`config.mk`:
```
export PLATFORM = sky130hd
export DESIGN_NAME = aes_uart_loader
export DESIGN_NICKNAME = d
export VERILOG_FILES = /design/src/rtl/aes_loader_pkg.sv /design/src/rtl/aes_byte_buf.sv /design/src/rtl/aes_uart_loader.sv
export SDC_FILE = /design/constraint.sdc
export NUM_CORES = 1
export LEC_CHECK = 0
export ABC_AREA = 0
export BUFFER_PORTS_ARGS = -buffer_cell sky130_fd_sc_hd__buf_4
export CAP_MARGIN = 20
export CORE_ASPECT_RATIO = 1.4
export CORE_MARGIN = 2
export CORE_UTILIZATION = 55
export CTS_BUF_LIST = sky130_fd_sc_hd__clkbuf_2
export DETAILED_ROUTE_END_ITERATION = 10
export PLACE_DENSITY = 0.81
export SLEW_MARGIN = 20
export SYNTH_ARGS = -nofsm -noshare
export SYNTH_HDL_FRONTEND = slang
export SYNTH_SLANG_ARGS = --single-unit
```
`constraint.sdc`:
```
create_clock -name clk -period 17.2 [get_ports clk]
set_input_delay 0.86 -clock clk [delete_from_list [all_inputs] [get_ports clk]]
set_output_delay 0.86 -clock clk [all_outputs]
set_load 0.01 [all_outputs]
```
`src/rtl/aes_loader_pkg.sv`:
```
// Shared types and frame-size constants for the UART-fed AES key/plaintext loader.
package aes_loader_pkg;

  typedef enum logic {
    ST_LOAD = 1'b0,
    ST_RUN  = 1'b1
  } state_e;

  localparam int KEY_BYTES   = 16;
  localparam int PT_BYTES    = 16;
  localparam int FRAME_BYTES = KEY_BYTES + PT_BYTES;

endpackage

```
`src/rtl/aes_byte_buf.sv`:
```
// 16x8 byte buffer: one synchronous write port, two independent registered read ports.
module aes_byte_buf (
  input  logic       clk,
  input  logic       reset,
  input  logic       we_i,
  input  logic [3:0] waddr_i,
  input  logic [7:0] wdata_i,
  input  logic       ce0_i,
  input  logic [3:0] raddr0_i,
  output logic [7:0] q0_o,
  input  logic       ce1_i,
  input  logic [3:0] raddr1_i,
  output logic [7:0] q1_o
);

  logic [7:0] mem_q [16];
  logic [7:0] rd0_q, rd1_q;

  always_ff @(posedge clk or posedge reset) begin
    if (reset) begin
      for (int i = 0; i < 16; i++) mem_q[i] <= '0;
      rd0_q <= '0;
      rd1_q <= '0;
    end else begin
      if (we_i) mem_q[waddr_i] <= wdata_i;
      // a read colliding with a write returns the previous contents
      if (ce0_i) rd0_q <= mem_q[raddr0_i];
      if (ce1_i) rd1_q <= mem_q[raddr1_i];
    end
  end

  assign q0_o = rd0_q;
  assign q1_o = rd1_q;

endmodule

```
`src/rtl/aes_uart_loader.sv`:
```
// Collects a 32-byte UART frame (16 key + 16 plaintext bytes) and hands it to an AES core.
// Optional inter-byte timeout is enabled with the AES_LOADER_TIMEOUT_EN macro.
//   state   | meaning
//   ST_LOAD | accepting bytes, rx_ready high
//   ST_RUN  | ap_start held high until ap_done, incoming bytes dropped
module aes_uart_loader
  import aes_loader_pkg::*;
#(
  parameter int TIMEOUT_CYCLES = 100000
) (
  input  logic        clk,
  input  logic        reset,
  input  logic [7:0]  rx_data,
  input  logic        rx_valid,
  output logic        rx_ready,
  input  logic [3:0]  key_address0,
  input  logic        key_ce0,
  output logic [7:0]  key_q0,
  input  logic [3:0]  key_address1,
  input  logic        key_ce1,
  output logic [7:0]  key_q1,
  input  logic [6:0]  plain_text_address0,
  input  logic        plain_text_ce0,
  output logic        plain_text_q0,
  input  logic [6:0]  plain_text_address1,
  input  logic        plain_text_ce1,
  output logic        plain_text_q1,
  output logic        ap_start,
  input  logic        ap_done,
  output logic        frame_err,
  output logic        overrun,
  output logic [15:0] frame_count
);

  state_e      state_q, state_d;
  logic [4:0]  byte_cnt_q, byte_cnt_d;
  logic [15:0] frame_cnt_q, frame_cnt_d;
  logic        overrun_q, overrun_d;
  logic        wr_en;
  logic [7:0]  pt_byte0, pt_byte1;
  logic [2:0]  pt_sel0_q, pt_sel1_q;

`ifdef AES_LOADER_TIMEOUT_EN
  localparam int IDLE_W = $clog2(TIMEOUT_CYCLES + 1);
  logic [IDLE_W-1:0] idle_q, idle_d;
  logic              frame_err_q, frame_err_d;
`else
  logic unused_timeout;
  assign unused_timeout = (TIMEOUT_CYCLES > 0);
`endif

  always_ff @(posedge clk or posedge reset) begin
    if (reset) begin
      state_q     <= ST_LOAD;
      byte_cnt_q  <= '0;
      frame_cnt_q <= '0;
      overrun_q   <= 1'b0;
    end else begin
      state_q     <= state_d;
      byte_cnt_q  <= byte_cnt_d;
      frame_cnt_q <= frame_cnt_d;
      overrun_q   <= overrun_d;
    end
  end

`ifdef AES_LOADER_TIMEOUT_EN
  always_ff @(posedge clk or posedge reset) begin
    if (reset) begin
      idle_q      <= '0;
      frame_err_q <= 1'b0;
    end else begin
      idle_q      <= idle_d;
      frame_err_q <= frame_err_d;
    end
  end
`endif

  always_comb begin
    state_d     = state_q;
    byte_cnt_d  = byte_cnt_q;
    frame_cnt_d = frame_cnt_q;
    overrun_d   = 1'b0;
    wr_en       = 1'b0;
`ifdef AES_LOADER_TIMEOUT_EN
    idle_d      = idle_q;
    frame_err_d = 1'b0;
`endif
    case (state_q)
      ST_LOAD: begin
        if (rx_valid) begin
          wr_en      = 1'b1;
          // 5-bit counter wraps 31 -> 0 on its own
          byte_cnt_d = byte_cnt_q + 5'd1;
`ifdef AES_LOADER_TIMEOUT_EN
          idle_d     = '0;
`endif
          if (byte_cnt_q == 5'(FRAME_BYTES - 1)) state_d = ST_RUN;
        end
`ifdef AES_LOADER_TIMEOUT_EN
        else if (byte_cnt_q != '0) begin
          if (idle_q == IDLE_W'(TIMEOUT_CYCLES - 1)) begin
            byte_cnt_d  = '0;
            idle_d      = '0;
            frame_err_d = 1'b1;
          end else begin
            idle_d = idle_q + 1'b1;
          end
        end
`endif
      end
      ST_RUN: begin
        overrun_d = rx_valid;
        if (ap_done) begin
          state_d     = ST_LOAD;
          frame_cnt_d = frame_cnt_q + 16'd1;
        end
      end
      default: state_d = ST_LOAD;
    endcase
  end

  aes_byte_buf u_key_buf (
    .clk      (clk),
    .reset    (reset),
    .we_i     (wr_en & ~byte_cnt_q[4]),
    .waddr_i  (byte_cnt_q[3:0]),
    .wdata_i  (rx_data),
    .ce0_i    (key_ce0),
    .raddr0_i (key_address0),
    .q0_o     (key_q0),
    .ce1_i    (key_ce1),
    .raddr1_i (key_address1),
    .q1_o     (key_q1)
  );

  aes_byte_buf u_pt_buf (
    .clk      (clk),
    .reset    (reset),
    .we_i     (wr_en & byte_cnt_q[4]),
    .waddr_i  (byte_cnt_q[3:0]),
    .wdata_i  (rx_data),
    .ce0_i    (plain_text_ce0),
    .raddr0_i (plain_text_address0[6:3]),
    .q0_o     (pt_byte0),
    .ce1_i    (plain_text_ce1),
    .raddr1_i (plain_text_address1[6:3]),
    .q1_o     (pt_byte1)
  );

  // bit selects are captured alongside the byte read so the output holds with ce low
  always_ff @(posedge clk or posedge reset) begin
    if (reset) begin
      pt_sel0_q <= '0;
      pt_sel1_q <= '0;
    end else begin
      if (plain_text_ce0) pt_sel0_q <= plain_text_address0[2:0];
      if (plain_text_ce1) pt_sel1_q <= plain_text_address1[2:0];
    end
  end

  assign plain_text_q0 = pt_byte0[pt_sel0_q];
  assign plain_text_q1 = pt_byte1[pt_sel1_q];
  assign rx_ready      = (state_q == ST_LOAD);
  assign ap_start      = (state_q == ST_RUN);
  assign overrun       = overrun_q;
  assign frame_count   = frame_cnt_q;
`ifdef AES_LOADER_TIMEOUT_EN
  assign frame_err     = frame_err_q;
`else
  assign frame_err     = 1'b0;
`endif

endmodule

```
### Yosys cells after proc, flatten, opt, wreduce, memory -nomap -nowiden

Index checks and enable logic that the tools add are counted.

| cells by class | value |
|---|---|
| multiplexer cells | 27 |
| reductions and logical operators | 3 |
| order comparisons | 8 |
| add/sub/neg operators | 2 |
| bitwise gates (word level) | 9 |
| eq/ne operators | 1 |

Operator list:

| cell | number |
|---|---|
| 128-bit bitwise mux | 2 |
| 8-bit binary-select mux with 4-bit select | 4 |
| 8-bit two-way mux | 9 |
| 8-bit demux with 4-bit select | 1 |
| 5-bit >= comparator, second input constant | 5 |
| 4-bit NOT with 5-bit output | 5 |
| 16-bit by 1-bit adder with 16-bit output, second input constant | 1 |
| 3-bit by 4-bit < comparator with 1-bit output, second input constant | 2 |
| 1-bit two-way mux | 8 |
| 1-bit binary-select mux with 3-bit select | 2 |
| 5-bit by 1-bit adder with 5-bit output, second input constant | 1 |
| 5-bit == test, second input constant | 1 |
| 5-bit by 1-bit < comparator with 1-bit output, second input constant | 1 |
| 2-bit AND reduction | 2 |
| 1-bit AND | 2 |
| 1-bit NOT | 2 |
| 1-bit one-hot mux with 2 select lines | 1 |
| 1-bit logical AND | 1 |

| storage, ports and cells | value |
|---|---|
| output and inout port bits | 38 |
| input port bits | 38 |
| register bits after elaboration | 317 |
| logic and storage cells | 92 |

### Logic depth before layout (Yosys ltp)

Gate-level depths: netlist of the first run.

| depth | value |
|---|---|
| depth after elaboration | 6 |
| mapped depth | 7 |
| gate-level depth less buffers | 6 |

### Hierarchy

Synthesis of the first run repeated with hierarchy kept, for this count alone.

| unflattened totals | value |
|---|---|
| cells, all modules | 1064 |
| area, all modules | 16305.6 µm² |

Modules (own cells, without submodules):

| module | cells each | times used | area each (µm²) | seq. area each (µm²) |
|---|---|---|---|---|
| aes_byte_buf | 477 | 2 | 7463.4 | 3603.5 |
| aes_uart_loader | 110 | 1 | 1378.8 | 725.7 |

### Least setup slack after synthesis of the first run

OpenSTA, ideal clock, no wires.

| timing path | value |
|---|---|
| path type | input to register |
| from | input plain_text_address0[5] |
| to | register u_pt_buf.rd0_q[4] (netlist: u_pt_buf.q0_o[4]) |
| setup time | 0.137 ns |
| buffers on the path | 2 |
| data required time | 17.063 ns |
| setup slack | 14.831 ns |
| stages on the path | 6 |
| data arrival time | 2.232 ns |
| path through | buf_2 > buf_2 > mux4_2 > mux2_2 > o22ai_1 > a21oi_1 |

| on the way | value |
|---|---|
| longest elaborated chain between the ends | 4 |

RTL lines:

| item | line | RTL |
|---|---|---|
| start: declaration | aes_uart_loader.sv:22 | `input logic [6:0] plain_text_address0,` |
| 4-bit NOT with 5-bit output (implied by the code) | aes_byte_buf.sv:27 | `if (ce0_i) rd0_q <= mem_q[raddr0_i];` |
| 8-bit binary-select mux with 4-bit select | aes_byte_buf.sv:27 |  |
| 8-bit two-way mux (implied by the code) (2 in a row) | aes_byte_buf.sv:27 |  |
| end signal: assignment | aes_byte_buf.sv:27 |  |
| end: declaration | aes_byte_buf.sv:17 | `logic [7:0] rd0_q, rd1_q;` |

Every way passes these cells. The select of a mux whose other input is x is not followed.
A chain may end at the register's enable or synchronous reset.

### Final worst setup path of the first run

| timing path | value |
|---|---|
| from | register pt_sel0_q[0] |
| to | output plain_text_q0 |

| on the way | value |
|---|---|
| longest elaborated chain between the ends | 2 |

RTL lines:

| item | line | RTL |
|---|---|---|
| start: declaration | aes_uart_loader.sv:41 | `logic [2:0] pt_sel0_q, pt_sel1_q;` |
| start signal: assignment | aes_uart_loader.sv:156 | `if (plain_text_ce0) pt_sel0_q <= plain_text_address0[2:0];` |
| 1-bit binary-select mux with 3-bit select | aes_uart_loader.sv:161 | `assign plain_text_q0 = pt_byte0[pt_sel0_q];` |
| 1-bit two-way mux (implied by the code) | aes_uart_loader.sv:161 |  |
| end: declaration | aes_uart_loader.sv:24 | `output logic plain_text_q0,` |

Every way passes these cells. The select of a mux whose other input is x is not followed.

==> summary.md, run 1 <==
| Metric | Value |
|---|---|
| Max-slew violation count | 0 |
| Htree depth | 3 |
| Commonest cells after routing, fill and taps aside | dfrtp_1 (317), mux2_2 (281), mux4_2 (132) |
| Area leader, netlist | dfrtp_1 |
| First-pass GRT wire length | roughly 60000 um |
| Adder-cell share of the synthesized area | 0.471% |
| CP Launch Point | pt_sel0_q[0] |
| Placed Instances | between 1000 and 1500 |
| Hold Path Class | input port to asynchronous set/reset pin |
| Synth Area in Simple Gates | 3.15% |
| Ys Warns | 0 |
| Crit path buf inv count | 1 |
| Critical Path RT | roughly 16 ns |
| Root buffer cell | clkbuf_2 |
| CP max stage cell | mux4_2 |
| Vias in the first global route | roughly 11000 |
| Initial antenna violation count | 2 |
| Number of CTS-inserted buffers | 78 |
| Period minus WS final | between 3 and 4 ns |
| Filler cells | approximately 2300 |
| Reg2Reg Capture Point | u_pt_buf.mem_q[11] |
| Top Ports | 76 |
| CP delay by family, top | multiplexers |
| Vias post-DR | 9861 |
| Post-Syn Area | roughly 16000 um^2 |
| Met2 wire len | between 20000 and 25000 um |
| Total Routed Length | between 30000 and 40000 um |
| Compound-gate portion of the synthesized area | between 3 and 4% |
| RSZ-0062 raised after global routing | no |
| Met1 wire length | 14100 um |
| Total negative setup slack | 0 ns |
| LEAKAGE | a little under 8 nW |
| Fmax | about 0.32 GHz |
| Final period util | roughly 18% |
| Top-area cell type share of the netlist area | approximately half |
| Syn_area_per_cell | ~15 um^2 |
| Cells after Synth | around 1100 |
| Die ar. | 30400 um^2 |
| First DRT Iteration DRCs | between 700 and 800 |
| Rel. slew slack | 27.6% |
| Commonest non-fill, non-tap cell in the layout | dfrtp_1 |
| VDD IR max | ~0.000047 V |
| Average wire per standard cell | between 20 and 25 um |
| PD cells | ~150 nW/um^2 |
| CP Cell Sequence | mux4_2, mux2_2, buf_4 |
| Critical Path AT | between 2 and 2.5 ns |
| Net Count, Synth | 1095 |
| Largest family of logic cells by synthesized area | multiplexers |
| Final setup viols | 0 |
| Post-synthesis mux area share | roughly two fifths |
| Number of routed nets with antenna violations | 0 |
| Post-synthesis cell type count | 34 |
| PostCTS Resize Cnt | 0 |
| Worst-path clk slew | 0.11 ns |
| Setup crit start kind | flip-flop |
| GP Congestion | 0.821 |
| Core area | roughly 28000 um^2 |
| # DRC | 0 |
| Insertion delay to the later sink of the worst-skew pair | about 0.94 ns |
| Die width | ~150 um |
| R2R depth | 5 |
| Total GRT Usage | between 20% and 30% |
| Crit path capture type | primary output |
| Area Growth Syn to Fin | 8.69% |
| Fin util | between 60% and 70% |
| Total Nets Final | roughly 1200 |
| Worst reg2reg setup slack | between 10 and 15 ns |
| R2R Path Start | byte_cnt_q[0] |
| Top routing layer in use | met4 |
| Synth Register Bits | around 320 |
| Synth Area in XOR/XNOR | less than 1% |
| Maximum clock path buffer count | 3 |
| Setup Buffers After CTS | 0 |
| Max stage delay on crit path | ~0.55 ns |
| Setup CP Type | flip-flop to primary output |
| Worst Path Max Fanout | 3 |
| Initial core utilization | between 50 and 60% |
| Final Skew | ~0.095 ns |
| Outcome | completed |
| # rows | 73 |
| Vias per cell | about 6.4 |
| Die H | 205 um |
| Register area share after synthesis | 49.7% |
| CTS tree | done |
| Final HPWL DP | 24700 um |
| 1st-pass router iterations | 5 |
| Final Hold Viols | 0 |
| Pin count of the biggest net entering global routing | 187 |
| Met3 wire len | ~2000 um |
| Worst-Margin Slew | between 1 and 1.5 ns |
| Max-cap viol count | 0 |
| Layout Cells excl Fill | between 1500 and 2000 |
| Hold buffer count at CTS | 0 |
| Share of cells above drive strength 1 | between 50% and 60% |
| Largest cells by area after synthesis | dfrtp_1 (50%), mux2_2 (20%), mux4_2 (19%) |
| Port Buffers | 74 |
| Num Clock Sinks | between 300 and 400 |
| Overflow after GRT | 0 |
## stage by stage
step | cell area, um^2 | power [W] | worst slack, ns | hold slack, ns
after floorplan | 15900 | 0.00178 | 7.57 | 0.476
after global placement | 16600 | 0.00196 | 14.55 | 0.465
after detailed placement | 16600 | 0.00202 | 14.55 | 0.472
after CTS | 17300 | 0.00253 | 13.98 | 0.119
after global routing | 17300 | 0.00266 | 13.95 | 0.146
final | 17300 | 0.00252 | 14.03 | 0.159
## flip-flops by register name, summed over array words and instances, names as in the netlist
register         count
ap_start             1
byte_cnt_q           5
frame_count         16
overrun              1
pt_sel0_q            3
pt_sel1_q            3
u_key_buf.mem_q    128
u_key_buf.q0_o       8
u_key_buf.q1_o       8
u_pt_buf.mem_q     128
u_pt_buf.q0_o        8
u_pt_buf.q1_o        8
## power breakdown
| part | total (W) | switching [W] | internal, W |
|---|---|---|---|
| Sequential | 0.00122 | 0.000206 | 0.00102 |
| Combinational | 0.000780 | 0.000295 | 0.000486 |
| Clock | 0.000517 | 0.000302 | 0.000215 |
| Total | 0.00252 | 0.000802 | 0.00172 |
## final cells by class
class	instances	area (um^2)	share of cell area, %
inverter	5	26.3	0.152
sequential	317	7930	45.8
tap	375	469	2.71
antenna	2	5.00	0.0289
timing repair buffer	75	576	3.32
clock buffer	110	551	3.18
clock inverter	21	164	0.946
multi-input combinational	640	7610	43.9
## Yosys cell counts (all sizes together)
library cell / instances
a21oi: 24
a221oi: 8
and2: 3
and3: 2
and3b: 1
and4: 3
buf: 39
clkbuf: 50
conb: 1
dfrtp: 317
ha: 6
inv: 5
mux2: 290
mux2i: 8
mux4: 132
nand2: 33
nand2b: 6
nand3: 9
nand4: 5
nor2: 26
nor2b: 1
nor3: 1
o21ai: 2
o22ai: 56
or2: 4
or3b: 1
xnor2: 16
xor2: 2
## per-layer routing
layer / track usage, % / up-vias
met5: 0 / -
met4: 13.5 / 0
met3: 4.32 / 86
met2: 46.0 / 336
met1: 31.4 / 5217
li1: - / 4222
## cells by family after synthesis
logic type / Yosys count
XOR/XNOR: 18
buffers and inverters: 94
AND/OR/NAND/NOR: 95
other: 1
AO/OA/AOI/OAI: 90
flip-flops: 317
adder cells (fa/ha/maj): 6
multiplexers: 430
## worst max path at each step
stage,endpoint,slack [ns],depth (start not counted)
floorplan,ap_start,7.57,1
global placement,u_pt_buf.mem_q[66],14.55,3
detailed placement,u_pt_buf.mem_q[99],14.55,3
CTS,plain_text_q0,13.98,3
global route,plain_text_q0,13.95,3
finish,plain_text_q0,14.03,3
No activity file was read; power rests on OpenSTA's default activity.
==> run 2, diff against run 1 <==
PLACE_DENSITY = 0.83   (was 0.81)
clock period = 2.68 ns   (was 17.2 ns; I/O delays follow)
==> run 2 against run 1 <==
Final cell count increased by 3.6%. Critical path depth unchanged. Clock skew up 0.0027 ns. Cell area grew 3.3%. Combinational power increased to 6.6 times the previous value. Non-clock buffer count is 55 higher. Largest power group unchanged. Highest routed layer unchanged.
==> summary.md, run 2 (same netlist as run 1, synthesis figures left out) <==
| Metric | Value |
|---|---|
| Die H | 205 um (unchanged) |
| First DRT Iteration DRCs | 770 (+0.26%) |
| Sequential Area | 7930 um^2 (unchanged) |
| Setup CP Type | flip-flop to primary output |
| Setup crit start kind | flip-flop |
| First-pass GRT wire length | 61800 um (+2.6%) |
| Number of routed nets with antenna violations | 0 (unchanged) |
| Clock share of power | 20.7% (+0.2 points) |
| VDD IR max | 0.000565 V (+1100%) |
| Die ar. | 30400 um^2 (unchanged) |
| Commonest cells after routing, fill and taps aside | dfrtp_1 (317), mux2_2 (281), mux4_2 (132) |
| Setup ws final | 0.198 ns (-13.83 ns) |
| Combinational group share of total power | 31.5% (+0.5 points) |
| Initial core utilization | 56.0% (unchanged) |
| Critical Path AT | 2.35 ns (+0.04 ns) |
| Final setup viols | 0 (unchanged) |
| Average wire per standard cell | 24.4 um (-0.96%) |
| Internal power | 0.0112 W (+550%) |
| Critical Path RT | 2.55 ns (-13.79 ns) |
| Vias in the first global route | 10876 (+3.6%) |
| Pin count of the biggest net entering global routing | 151 (-19%) |
| Vias per cell | 6.41 (+0.38%) |
| Die width | 148 um (unchanged) |
| Final instance area | 17900 um^2 (+3.3%) |
| 1st-pass router iterations | 7 (+2) |
| PostCTS Resize Cnt | 0 (unchanged) |
| PD cells | 918 nW/um^2 (+530%) |
| Final HPWL DP | 25200 um (+2.1%) |
| Max-slew violation count | 0 (unchanged) |
| Maximum clock path buffer count | 3 (unchanged) |
| Insertion delay to the later sink of the worst-skew pair | 0.92 ns (-0.02 ns) |
| Final Skew | 0.0972 ns (+0.00274 ns) |
| Commonest non-fill, non-tap cell in the layout | dfrtp_1 |
| Total Nets Final | 1213 (+4.5%) |
| Rel. slew slack | 44.1% (+16 points) |
| Overflow after GRT | 0 (unchanged) |
| Area Growth Syn to Fin | 12.3% |
| # rows | 73 (unchanged) |
| Root buffer cell | clkbuf_2 |
| CTS tree | done |
| Worst-Margin Slew | 0.838 ns (-0.247 ns) |
| Fmax | between 0.4 and 0.5 GHz |
| Multi-input logic area | 7610 um^2 (unchanged) |
| Number of CTS-inserted buffers | 75 (-3.8%) |
| Sw power | 0.00520 W (+550%) |
| Place WS | 0.569 ns (-13.98 ns) |
| Vias post-DR | 10251 (+4.0%) |
| Max-cap viol count | 0 (unchanged) |
| Share of cells above drive strength 1 | 52.0% (-2.1 points) |
| GP Congestion | 0.894 (+8.9%) |
| Filler cells | 2104 (-6.8%) |
| Worst Path Max Fanout | 3 (unchanged) |
| Total GRT Usage | 26.8% (+0.55 points) |
| Crit path capture type | primary output |
| Initial antenna violation count | 1 (-1) |
| Sequential share of power | 47.8% (-0.7 points) |
| Num Clock Sinks | 317 (unchanged) |
| Port Buffers | 74 (unchanged) |
| Top Ports | 76 (unchanged) |
| Final period util | 92.6% |
| Overall Power | 0.0164 W (+550%) |
| Final Hold Viols | 0 (unchanged) |
| # DRC | 0 (unchanged) |
| Period minus WS final | roughly 2.5 ns |
| Cell area after placement | 16700 um^2 (+0.32%) |
| RSZ-0062 raised after global routing | no |
| Core area | 28500 um^2 (unchanged) |
| Sw Ratio | 31.7% (-0.17 points) |
| Worst-path clk slew | 0.11 ns (about the same) |
| Outcome | completed |
| Total Routed Length | 39000 um (+2.6%) |
| LEAKAGE | 7.98 nW (+3.2%) |
| Htree depth | 3 (unchanged) |
| Hold Path Class | input port to flip-flop |
==> run 2: changes by cell type in the layout (fill, tap and decap cells not counted), sizes merged <==
cell         change
dlygate4sd3     +49
inv              -4
diode            -1
clkbuf           +4
bufinv           +1
buf              +6
==> run 2: critical path, cell delays in order, from the launching register on <==
cell     delay (ns)
dfrtp_1        0.47
mux4_2         0.59
mux2_2         0.29
buf_4          0.14
==> run 2: what timing repair did <==
item / 4_1_cts / 5_1_grt
hold endpoints to repair: 629 / 1
endpoints found under the setup margin: 0 / 0
setup buffers: 0 / 0
hold buffers: 48 / 1
==> run 2: area by class of cell <==
cell class | instances | area share, %
flip-flops and latches | 317 | 44.3
multi-input cells | 640 | 42.5
repair buffers | 130 | 6.28
clock buffers | 114 | 3.19
well taps | 375 | 2.62
clock inverters | 18 | 0.964
inverters | 5 | 0.126
diodes | 1 | 0.0140
==> run 2: metal layers <==
layer | GRT usage, % | part of all wire (%)
met3 | 4.94 | 5.2
met2 | 47.4 | 54
met1 | 31.6 | 36
met5 | 0 | 0
met4 | 12.9 | 4.0
==> run 2: worst paths after layout <==
kind / startpoint / end / slack, ns / cells past startpoint
min in group asynchronous: reset / u_key_buf.mem_q[78] / 0.56 / 5
hold reg to reg: frame_count[15] / frame_count[15] / 0.50 / 1
setup reg to reg: byte_cnt_q[0] / u_pt_buf.mem_q[57] / 0.55 / 5
setup / recovery: pt_sel1_q[0] / plain_text_q1 / 0.20 / 3
max in group asynchronous: reset / frame_count[9] / 1.32 / 5
hold / removal: plain_text_address0[5] / u_pt_buf.q0_o[2] / 0.07 / 4
==> run 2: power groups by stage <==
stage	logic [W]	registers [W]	clock network [W]
floorplan	0.00397	0.00746	0
CTS	0.00518	0.00781	0.00349
detailed placement	0.00507	0.00792	0
finish	0.00518	0.00786	0.00340
global route	0.00551	0.00807	0.00377
global placement	0.00488	0.00773	0
==> run 2: through the flow <==
step / cells / TNS (ns) / util, % / hold slack, ns
global route: 1600 / 0 / 62.8 / 0.0129
finish: 1600 / 0 / 62.8 / 0.0684
detailed placement: 1418 / 0 / 58.5 / 0.326
floorplan: 1051 / -532.19 / - / 0.230
CTS: 1598 / 0 / 62.8 / 0.00500
global placement: 1418 / 0 / 58.5 / 0.330
==> run 3, diff against run 2 <==
--- a/config.mk
+++ b/config.mk
@@ -7,3 +7,3 @@
 export LEC_CHECK = 0
-export ABC_AREA = 0
+export ABC_AREA = 1
 export BUFFER_PORTS_ARGS = -buffer_cell sky130_fd_sc_hd__buf_4
--- a/constraint.sdc
+++ b/constraint.sdc
@@ -3,2 +3,2 @@
 set_output_delay 0.134 -clock clk [all_outputs]
-set_load 0.01 [all_outputs]
+set_load 0.005 [all_outputs]
==> run 3 against run 2 <==
Clock skew decreased by 0.015 ns. Routed wire length increased by 36%. Synthesized cell count increased by 120%. Cell area increased by 7.5%. Critical path depth increased by 10. Final cell count increased by 82%. Count of clock-buffer cells in the layout increased by 1. Maximum frequency increased by 2.1%. First-iteration DRC count increased to 2.8 times the previous value. Clock power increased by 4%. Worst setup slack improved by 0.051 ns. Critical path type is now input port to flip-flop. Largest cell class is now multi-input combinational cells. Largest power group unchanged.
==> summary.md, run 3 <==
| Metric | Value |
|---|---|
| Crit path capture type | flip-flop |
| # DRC | 0 (unchanged) |
| Rel. slew slack | 29.7% (-14 points) |
| Number of CTS-inserted buffers | 81 (+8.0%) |
| Ys Warns | 0 (unchanged) |
| Vias per cell | 5.83 (-8.9%) |
| Commonest non-fill, non-tap cell in the layout | nand2_1 |
| First DRT Iteration DRCs | 2138 (+180%) |
| Worst Path Max Fanout | 18 (+15) |
| Setup crit start kind | input port |
| Largest cells by area after synthesis | dfrtp_1 (46%), nand2_1 (21%), nand3_1 (11%) |
| Synth Register Bits | 317 (unchanged) |
| Crit path buf inv count | 6 (+5) |
| Pin count of the biggest net entering global routing | 104 (-31%) |
| Root buffer cell | clkbuf_2 |
| Commonest cells post-synth | nand2_1 (973), nand3_1 (388), dfrtp_1 (317), o21ai_0 (171), nor2_1 (119) |
| Vias post-DR | 16965 (+65%) |
| Filler cells | 2705 (+29%) |
| Number of routed nets with antenna violations | 0 (unchanged) |
| Cell area after placement | 17700 um^2 (+6.5%) |
| Top cell by count, worst path | nand2_1 |
| Vias in the first global route | 16788 (+54%) |
| Fmax | 0.411 GHz (+2.1%) |
| Internal power | 0.0103 W (-8.6%) |
| # rows | 76 (+4.1%) |
| GP Congestion | 0.944 (+5.6%) |
| VDD IR max | 0.000466 V (-17%) |
| Period minus WS final | 2.43 ns (-0.0506 ns) |
| Port Buffers | 74 (unchanged) |
| Clock share of power | 20.4% (-0.3 points) |
| CP Cell Sequence | dlygate4sd3_1, buf_4, inv_1, buf_4, nand3_1, nand3_1, nand2_1, nand2_1, dlygate4sd3_1, nand2_1, dlygate4sd3_1, nand2_1, nand2_1 |
| Num Clock Sinks | 317 (unchanged) |
| Post-Syn Area | 17100 um^2 (+7.3%) |
| Setup Buffers After CTS | 0 (unchanged) |
| Post-synth ARST share | 100% (unchanged) |
| Overflow after GRT | 0 (unchanged) |
| Total GRT Usage | 32.9% (+6.1 points) |
| Max stage delay on crit path | 0.58 ns (about the same) |
| Critical Path AT | 3.26 ns (+0.91 ns) |
| Register area share after synthesis | 46.3% (-3.4 points) |
| Htree depth | 3 (unchanged) |
| CP max stage cell | dlygate4sd3_1 |
| Die width | 153 um (+3.5%) |
| CP delay by family, top | buffers and inverters |
| Final setup viols | 0 (unchanged) |
| Top Ports | 76 (unchanged) |
| Critical Path RT | 3.51 ns (+0.96 ns) |
| Total Nets Final | 2500 (+110%) |
| Max-slew violation count | 0 (unchanged) |
| Max-cap viol count | 0 (unchanged) |
| Sequential share of power | 48.1% (+0.3 points) |
| Core area | 30700 um^2 (+7.8%) |
| Average wire per standard cell | 18.2 um (-25%) |
| Overall Power | 0.0174 W (+5.7%) |
| Setup CP Type | input port to flip-flop |
| Combinational group share of total power | 31.5% (about the same) |
| Syn_area_per_cell | 7.28 um^2 (-52%) |
| Area Growth Syn to Fin | 12.4% |
| Post-synthesis cell type count | 31 (-8.8%) |
| Cells after Synth | 2352 (+120%) |
| LEAKAGE | 9.50 nW (+19%) |
| 1st-pass router iterations | 6 (-1) |
| Outcome | completed |
| Sw power | 0.00711 W (+37%) |
| RSZ-0062 raised after global routing | no |
| Top_reg_cell synth | dfrtp_1 |
| CTS tree | done |
| Maximum clock path buffer count | 3 (unchanged) |
| Sw Ratio | 40.9% (+9.3 points) |
| Count leader, synth | nand2_1 |
| Final Hold Viols | 0 (unchanged) |
| Total Routed Length | 53000 um (+36%) |
| Final period util | 90.7% (-1.9 points) |
| Final HPWL DP | 32200 um (+28%) |
| Initial core utilization | 55.7% (-0.23 points) |
| Share of cells above drive strength 1 | 11.4% (-41 points) |
| PD cells | 903 nW/um^2 (-1.7%) |
| Top-area cell type share of the netlist area | 46.3% (-3.4 points) |
| First-pass GRT wire length | 85600 um (+38%) |
| Final instance area | 19200 um^2 (+7.5%) |
| Final Skew | 0.0822 ns (-0.0151 ns) |
| Worst-path clk slew | 0.10 ns (about the same) |
| Area leader, netlist | dfrtp_1 |
| Commonest cells after routing, fill and taps aside | nand2_1 (973), nand3_1 (388), dfrtp_1 (317) |
| Worst-Margin Slew | 1.05 ns (+0.215 ns) |
| Net Count, Synth | 2396 (+120%) |
| Die ar. | 32600 um^2 (+7.2%) |
| Post-synth EDFFs | 0 (unchanged) |
| Die H | 213 um (+3.5%) |
| Insertion delay to the later sink of the worst-skew pair | 0.97 ns (+0.05 ns) |
| Hold Path Class | input port to flip-flop |
| Initial antenna violation count | 1 (unchanged) |
-- run 3: cell type report --
| class | count | area, um^2 | area share, % |
|---|---|---|---|
| antenna | 1 | 2.50 | 0.0130 |
| sequential | 317 | 7930 | 41.2 |
| tap | 390 | 488 | 2.54 |
| clock buffer | 115 | 576 | 2.99 |
| timing repair buffer | 182 | 1630 | 8.49 |
| inverter | 57 | 228 | 1.18 |
| clock inverter | 29 | 205 | 1.07 |
| multi-input combinational | 1817 | 8180 | 42.5 |
-- run 3: cell families (layout without fill, tap and decap cells) --
family | Yosys count | in the layout | synth area share, %
and+or+nand+nor | 1516 | 1516 | 37.9
buffers and inverters | 218 | 383 | 5.86
other | 1 | 2 | 0.0219
AOI/OAI and AO/OA | 277 | 277 | 8.55
DFF | 317 | 317 | 46.3
xor gates and xnor gates | 17 | 17 | 0.870
adders and majority gates | 6 | 6 | 0.439
-- run 3: repair_timing --
action	in CTS	in global routing
endpoints found under the hold margin	616	0
gates resized for setup	0	0
hold buffers	72	0
-- run 3: worst paths after layout --
path	start	endpoint	slack, ns	cells after the start
setup reg to reg	u_pt_buf.mem_q[13]	u_pt_buf.q0_o[5]	0.29	10
min in group asynchronous	reset	u_key_buf.mem_q[36]	0.36	4
hold reg to reg	frame_count[15]	frame_count[15]	0.48	1
max in group asynchronous	reset	u_pt_buf.mem_q[106]	1.40	5
hold / removal	rx_valid	byte_cnt_q[4]	0.08	5
setup / recovery	key_address0[1]	u_key_buf.q0_o[0]	0.25	13
-- run 3: worst register-to-register path, cell delays in order, from the launching register on --
cell	delay (ns)
dfrtp_1	0.43
nand2_1	0.08
nand3_1	0.07
nand3_1	0.13
nand2_1	0.19
nand2_1	0.10
dlygate4sd3_1	0.57
nand2_1	0.06
dlygate4sd3_1	0.56
nand2_1	0.07
nand2_1	0.05
-- run 3: stage by stage --
stage          worst slack [ns]  hold WS [ns]  utilization [%]  setup TNS (ns)  std cells
2_1_floorplan             -1.68         0.234                -         -532.19       2352
3_3_place_gp              0.726         0.211             57.8               0       2691
3_5_place_dp              0.626         0.206             57.8               0       2691
4_1_cts                   0.361        0.0116             62.7               0       2907
5_1_grt                   0.214        0.0681             62.7               0       2908
6_report                  0.249        0.0816             62.7               0       2908
-- run 3: layer usage --
layer | global-route usage [%] | part of all wire, % | up-vias
met2 | 52.8 | 47 | 994
met4 | 24.9 | 7.1 | 0
li1 | - | - | 7874
met1 | 39.4 | 36 | 7848
met3 | 6.15 | 9.0 | 249
met5 | 0 | 0 | -
-- run 3: power groups by stage --
stage / clock network (W) / registers [W] / logic, W
floorplan: 0 / 0.00784 / 0.00410
detailed placement: 0 / 0.00834 / 0.00526
finish: 0.00355 / 0.00835 / 0.00547
CTS: 0.00362 / 0.00827 / 0.00541
global placement: 0 / 0.00825 / 0.00501
global route: 0.00385 / 0.00856 / 0.00626
